<file path="config.mk">
export PLATFORM = sky130hd
export DESIGN_NAME = ifu_fetch
export DESIGN_NICKNAME = d
export VERILOG_FILES = /design/src/rtl/ifu_fetch_pkg.sv /design/src/rtl/ifu_fetch_buf.sv /design/src/rtl/ifu_fetch.sv
export SDC_FILE = /design/constraint.sdc
export NUM_CORES = 1
export LEC_CHECK = 0
export CAP_MARGIN = 10
export CORE_UTILIZATION = 45
export DETAILED_ROUTE_END_ITERATION = 10
export PLACE_DENSITY = 0.72
export SYNTH_ARGS = -nofsm -noshare
export SYNTH_HDL_FRONTEND = slang
export SYNTH_SLANG_ARGS = --single-unit
</file>
<file path="constraint.sdc">
create_clock -name clk -period 6.1 [get_ports clk]
set_clock_uncertainty 0.15 [all_clocks]
set_input_delay 1.83 -clock clk [delete_from_list [all_inputs] [get_ports clk]]
set_output_delay 1.83 -clock clk [all_outputs]
set_load 0.01 [all_outputs]
</file>
<file path="src/rtl/ifu_fetch_pkg.sv">
// Shared definitions for the instruction-fetch stage: reset constants,
// fetch FSM state encoding and the {inst, addr, valid} word carried to IF/ID.
package ifu_fetch_pkg;

  localparam logic [31:0] RESET_PC_DEF = 32'h8000_0000;
  localparam logic [31:0] NOP_INST_DEF = 32'h0000_0013;

  typedef enum logic [1:0] {
    IDLE = 2'd0,
    REQ  = 2'd1,
    WAIT = 2'd2,
    HOLD = 2'd3
  } fetch_state_e;

  typedef struct packed {
    logic [31:0] inst;
    logic [31:0] addr;
    logic        valid;
  } fetch_word_t;

  // Instruction addresses are word aligned; the low two bits are dropped.
  function automatic logic [31:0] word_align(input logic [31:0] a);
    return a & ~32'h3;
  endfunction

endpackage

</file>
<file path="src/rtl/ifu_fetch_buf.sv">
// One-entry skid buffer that parks a fetched word while IF/ID is stalled.
module ifu_fetch_buf
  import ifu_fetch_pkg::*;
(
  input  logic        clk,
  input  logic        rst,
  input  logic        wr_en_i,
  input  fetch_word_t wr_word_i,
  input  logic        rd_en_i,
  input  logic        flush_i,
  output fetch_word_t rd_word_o
);

  fetch_word_t entry_q;

  // Flush beats write beats read; a full entry is never overwritten.
  always_ff @(posedge clk or posedge rst) begin
    if (rst) begin
      entry_q <= '0;
    end else if (flush_i) begin
      entry_q <= '0;
    end else if (wr_en_i && !entry_q.valid) begin
      entry_q <= wr_word_i;
    end else if (rd_en_i) begin
      entry_q.valid <= 1'b0;
    end
  end

  assign rd_word_o = entry_q;

endmodule

</file>
<file path="src/rtl/ifu_fetch.sv">
// Instruction-fetch stage: owns the PC, keeps at most one fetch in flight,
// and feeds {inst, addr, valid} into IF/ID with stall and redirect support.
module ifu_fetch
  import ifu_fetch_pkg::*;
#(
  parameter logic [31:0] RESET_PC = RESET_PC_DEF,
  parameter logic [31:0] NOP_INST = NOP_INST_DEF
) (
  input  logic        clk,
  input  logic        rst,
  input  logic        hold_i,
  input  logic        jump_en_i,
  input  logic [31:0] jump_addr_i,
  output logic        imem_req_valid_o,
  input  logic        imem_req_ready_i,
  output logic [31:0] imem_req_addr_o,
  input  logic        imem_rsp_valid_i,
  input  logic [31:0] imem_rsp_data_i,
  output logic [31:0] inst_o,
  output logic [31:0] inst_addr_o,
  output logic        inst_valid_o
);

  localparam fetch_word_t BUBBLE = '{inst: NOP_INST, addr: 32'h0, valid: 1'b0};

  fetch_state_e state_q, state_d;
  logic [31:0]  pc_q, pc_d;
  logic         kill_q, kill_d;
  fetch_word_t  out_q, out_d;

  logic         reqFire;
  logic         deliver;
  logic         bufWr, bufRd, bufFlush;
  fetch_word_t  newWord;
  fetch_word_t  bufWord;

  // While a killed response is still owed we must not issue another request,
  // otherwise two fetches would be in flight.
  assign imem_req_valid_o = (state_q == REQ) && !kill_q;
  assign imem_req_addr_o  = pc_q;
  assign reqFire          = imem_req_valid_o && imem_req_ready_i;
  assign deliver          = (state_q == WAIT) && imem_rsp_valid_i && !kill_q;
  assign newWord          = '{inst: imem_rsp_data_i, addr: pc_q, valid: 1'b1};

  ifu_fetch_buf u_buf (
    .clk       (clk),
    .rst       (rst),
    .wr_en_i   (bufWr),
    .wr_word_i (newWord),
    .rd_en_i   (bufRd),
    .flush_i   (bufFlush),
    .rd_word_o (bufWord)
  );

  // Next-state logic: redirect first, then the normal fetch sequence, then
  // the IF/ID output register (frozen while stalled, bubble when idle).
  always_comb begin
    state_d  = state_q;
    pc_d     = pc_q;
    kill_d   = kill_q;
    out_d    = out_q;
    bufWr    = 1'b0;
    bufRd    = 1'b0;
    bufFlush = 1'b0;

    // Any response seen while kill is set is the stale one we were waiting to drop.
    if (imem_rsp_valid_i && kill_q) begin
      kill_d = 1'b0;
    end

    if (jump_en_i) begin
      pc_d     = word_align(jump_addr_i);
      out_d    = BUBBLE;
      bufFlush = 1'b1;
      state_d  = REQ;
      // A response landing in this same cycle is simply discarded, so kill is
      // only needed when a fetch is still owed after this edge.
      if ((state_q == WAIT && !imem_rsp_valid_i) || reqFire) begin
        kill_d = 1'b1;
      end
    end else begin
      case (state_q)
        IDLE: state_d = REQ;
        REQ: begin
          if (reqFire) begin
            state_d = WAIT;
          end
        end
        WAIT: begin
          if (imem_rsp_valid_i) begin
            state_d = REQ;
            if (deliver) begin
              pc_d = pc_q + 32'd4;
              if (hold_i) begin
                bufWr   = 1'b1;
                state_d = HOLD;
              end else begin
                out_d = newWord;
              end
            end
          end
        end
        HOLD: begin
          if (!hold_i) begin
            out_d   = bufWord;
            bufRd   = 1'b1;
            state_d = REQ;
          end
        end
        default: state_d = IDLE;
      endcase

      if (!hold_i && !deliver && state_q != HOLD) begin
        out_d = BUBBLE;
      end
    end
  end

  // State, PC, kill flag and IF/ID output register.
  always_ff @(posedge clk or posedge rst) begin
    if (rst) begin
      state_q <= IDLE;
      pc_q    <= RESET_PC;
      kill_q  <= 1'b0;
      out_q   <= BUBBLE;
    end else begin
      state_q <= state_d;
      pc_q    <= pc_d;
      kill_q  <= kill_d;
      out_q   <= out_d;
    end
  end

  assign inst_o       = out_q.inst;
  assign inst_addr_o  = out_q.addr;
  assign inst_valid_o = out_q.valid;

endmodule
</file>
==> flow_summary.json <==
{
  "post-cts-setup-buffers": 0,
  "cap_violations": 0,
  "synth_area_leaders": "dfrtp_1 50%, mux2_2 8.6%, a22o_1 6.7%, o211ai_1 6.0%, o21ai_0 4.9%",
  "synth-seq-cells": 161,
  "drtPass1Iterations": 5,
  "finalSetupTns_ns": 0,
  "cp.buffers_inverters": 3,
  "dieArea_sq_mm": 0.0181,
  "clock_latency_ns": 0.42,
  "layout_setup_ws_ns": 1.92,
  "synth_commonest_cells": "157 x dfrtp_1, 77 x o21ai_0, 71 x inv_1, 63 x o211ai_1",
  "yosys.area_share.adder_pct": 0.634,
  "hpwl_mm": 12.6,
  "critPathSlowestCell": "clkdlybuf4s50_1",
  "min_period_over_period_pct": 68.5,
  "synth_cell_types": 54,
  "cts_sinks": 161,
  "synth_top_cell_area_share_pct": 49.8,
  "end_kind": "flip-flop",
  "synth-edff-count": 0,
  "synthSimpleGateAreaFrac_pct": 8.12,
  "holdCritPathClass": "flip-flop to flip-flop",
  "yosysMostFrequentCell": "dfrtp_1",
  "die-height_um": 134,
  "layout-drive-gt1-share_pct": 14.2,
  "grt_pass1_vias": 5922,
  "cts.root.buffer_cell": "clkbuf_16",
  "p_sw_share_pct": 28.2,
  "port_buffers": 163,
  "yosysSeqAreaShare_pct": 51.1,
  "detailedPlace.worstSlack_ns": 1.51,
  "cp_data_required_time_ns": 6.20,
  "start_util_pct": 45.8,
  "p_leak_nw": 4.52,
  "yosysWarnings": 0,
  "power_density_mw_per_mm2": 282,
  "finalHoldViolCount": 0,
  "finalSetupViolCount": 0,
  "netlist_area_sq_mm": 0.00789,
  "grt_pass1_wl_mm": 32.1,
  "drc": 0,
  "clk_pin_slew_ns": 0.06,
  "slew_violations": 0,
  "cp.arrival_ns": 4.28,
  "peakVddDrop_v": 0.000212,
  "die_w_um": 134,
  "synth_top_area_cell": "dfrtp_1",
  "syn_avg_cell_area_sq_um": 10.6,
  "ioPinCount": 168,
  "core-area_sq_mm": 0.0172,
  "clkPwrFrac_pct": 36.1,
  "share_seq_of_total_power_pct": 43.5,
  "ctsLongestPathBuffers": 2,
  "cp_top_family": "buffers and inverters",
  "post_dp_cell_area_sq_mm": 0.00959,
  "critPathMaxFanout": 51,
  "fmax_mhz": 239,
  "place_congestion": 0.765,
  "cts-resized-gates": 0,
  "intPower_mw": 2.06,
  "fin_crit_ns": 4.18,
  "synthFlopType": "dfrtp_1",
  "viasPerCell": 5.66,
  "numCtsBuffers": 17,
  "htree_levels": 4,
  "slew_headroom_pct": 27.3,
  "postCtsHoldBufs": 0,
  "worstSetupStartpointType": "input pin",
  "path_cells": "clkdlybuf4s50_1, clkinv_2, buf_4, o211ai_1, o21ai_0",
  "outcome": "complete, no violations",
  "synth_compound_area_share_pct": 21.8,
  "final_antenna_net_count": 0,
  "cts_tree": "done",
  "vias": 6270,
  "syn_inst": 747,
  "tightestPinTransition_ns": 1.09,
  "p_sw_uw": 810,
  "num-nets-final": 943,
  "crit_type": "input pin to flip-flop",
  "synthMuxAreaShare_pct": 9.33,
  "diodes": 0,
  "critPathMaxStageDelay_ns": 0.81,
  "rsz0062_at_grt": "no",
  "rows": 48,
  "antenna_found_initial": 0,
  "pwr-share-comb_pct": 20.3,
  "synthArstFlopShare_pct": 100,
  "wl_mm": 19.8,
  "wl_per_cell_um": 17.9,
  "area_growth_pct": 28.8,
  "drtIter0Drc": 533,
  "synthXorXnorAreaFrac_pct": 1.11,
  "final_cell_area_sq_mm": 0.0102,
  "gr-total-overflow": 0,
  "synth_top_family_by_area": "compound AO/OA/AOI/OAI gates",
  "gr-usage-all-layers_pct": 22.9,
  "grt_max_degree": 65
}
-- layout make-up --
cell class	instances	area, sq um
clock inverter	12	109
clock buffer	20	467
timing repair buffer	173	1730
multi-input combinational	444	3260
sequential	161	4040
fill	1469	7070
tap	225	282
inverter	72	275
-- power by group through the flow --
stage	clock [mW]	sequential, mW	combinational [mW]
after global routing	1.10	1.26	0.634
after detailed placement	0	1.27	0.584
final	1.04	1.25	0.583
after global placement	0	1.26	0.579
after floorplan	0	1.28	0.283
after CTS	1.05	1.25	0.588
-- per-stage QoR --
step	util, %	power, mW	std cells	hold slack [ns]
after floorplan	-	1.56	748	0.324
after global placement	55.6	1.84	1075	0.306
after detailed placement	55.6	1.85	1075	0.309
after CTS	59.0	2.89	1107	0.318
after global routing	59.0	3.00	1107	0.348
final	59.0	2.87	1107	0.316
-- placed cells by master (no fill, tap or decap), types with 7 or more instances in the layout --
| cell | instances |
|---|---|
| o211ai_1 | 63 |
| nand2_1 | 21 |
| dfrtp_1 | 156 |
| a22o_1 | 60 |
| nor2_1 | 21 |
| buf_4 | 8 |
| mux2_2 | 60 |
| clkdlybuf4s50_1 | 163 |
| a21oi_1 | 7 |
| inv_1 | 70 |
| and4_1 | 7 |
| o31ai_1 | 8 |
| or4_1 | 10 |
| a31oi_1 | 15 |
| clkbuf_16 | 17 |
| nand3_1 | 12 |
| nand4_1 | 12 |
| o21ai_0 | 77 |
| xnor2_1 | 10 |
-- cells by family after synthesis --
logic type      Yosys count
fa+ha+maj                 4
flops                   161
mux                      66
xor+xnor                 10
simple gates            112
other cells               1
buf+inv                 143
compound gates          250
-- routing by layer --
metal / GRT usage (%) / share of wire [%]
met2: 34.9 / 46
met4: 7.18 / 1.6
met5: 0 / 0
met3: 4.31 / 5.1
met1: 33.1 / 47
-- final timing paths --
path                                  from             endpoint  slack (ns)  cells past startpoint
worst max-delay path             jump_en_i  u_buf.rd_word_o[22]        1.92                      5
worst min-delay path             inst_o[1]            inst_o[1]        0.32                      2
worst max register to register  state_q[0]           inst_o[19]        3.15                      7
worst min register to register   inst_o[1]            inst_o[1]        0.32                      2
max in group asynchronous              rst  imem_req_addr_o[31]        3.10                      3
min in group asynchronous              rst           inst_o[21]        1.82                      2
-- registers in the layout (all words and copies together), names as in the netlist --
register	cells
kill_q	1
inst_o	32
state_q	2
inst_valid_o	1
inst_addr_o	31
u_buf.rd_word_o	64
imem_req_addr_o	30
-- worst reg2reg max path, delay by kind of cell (launching register included) --
family          cells  cell delay [ns]
simple gates        1             0.41
flops               1             0.41
compound gates      2             0.97
mux                 1             0.14
fa+ha+maj           1             0.29
buf+inv             2             0.52
No activity file was read; power rests on OpenSTA's default activity.
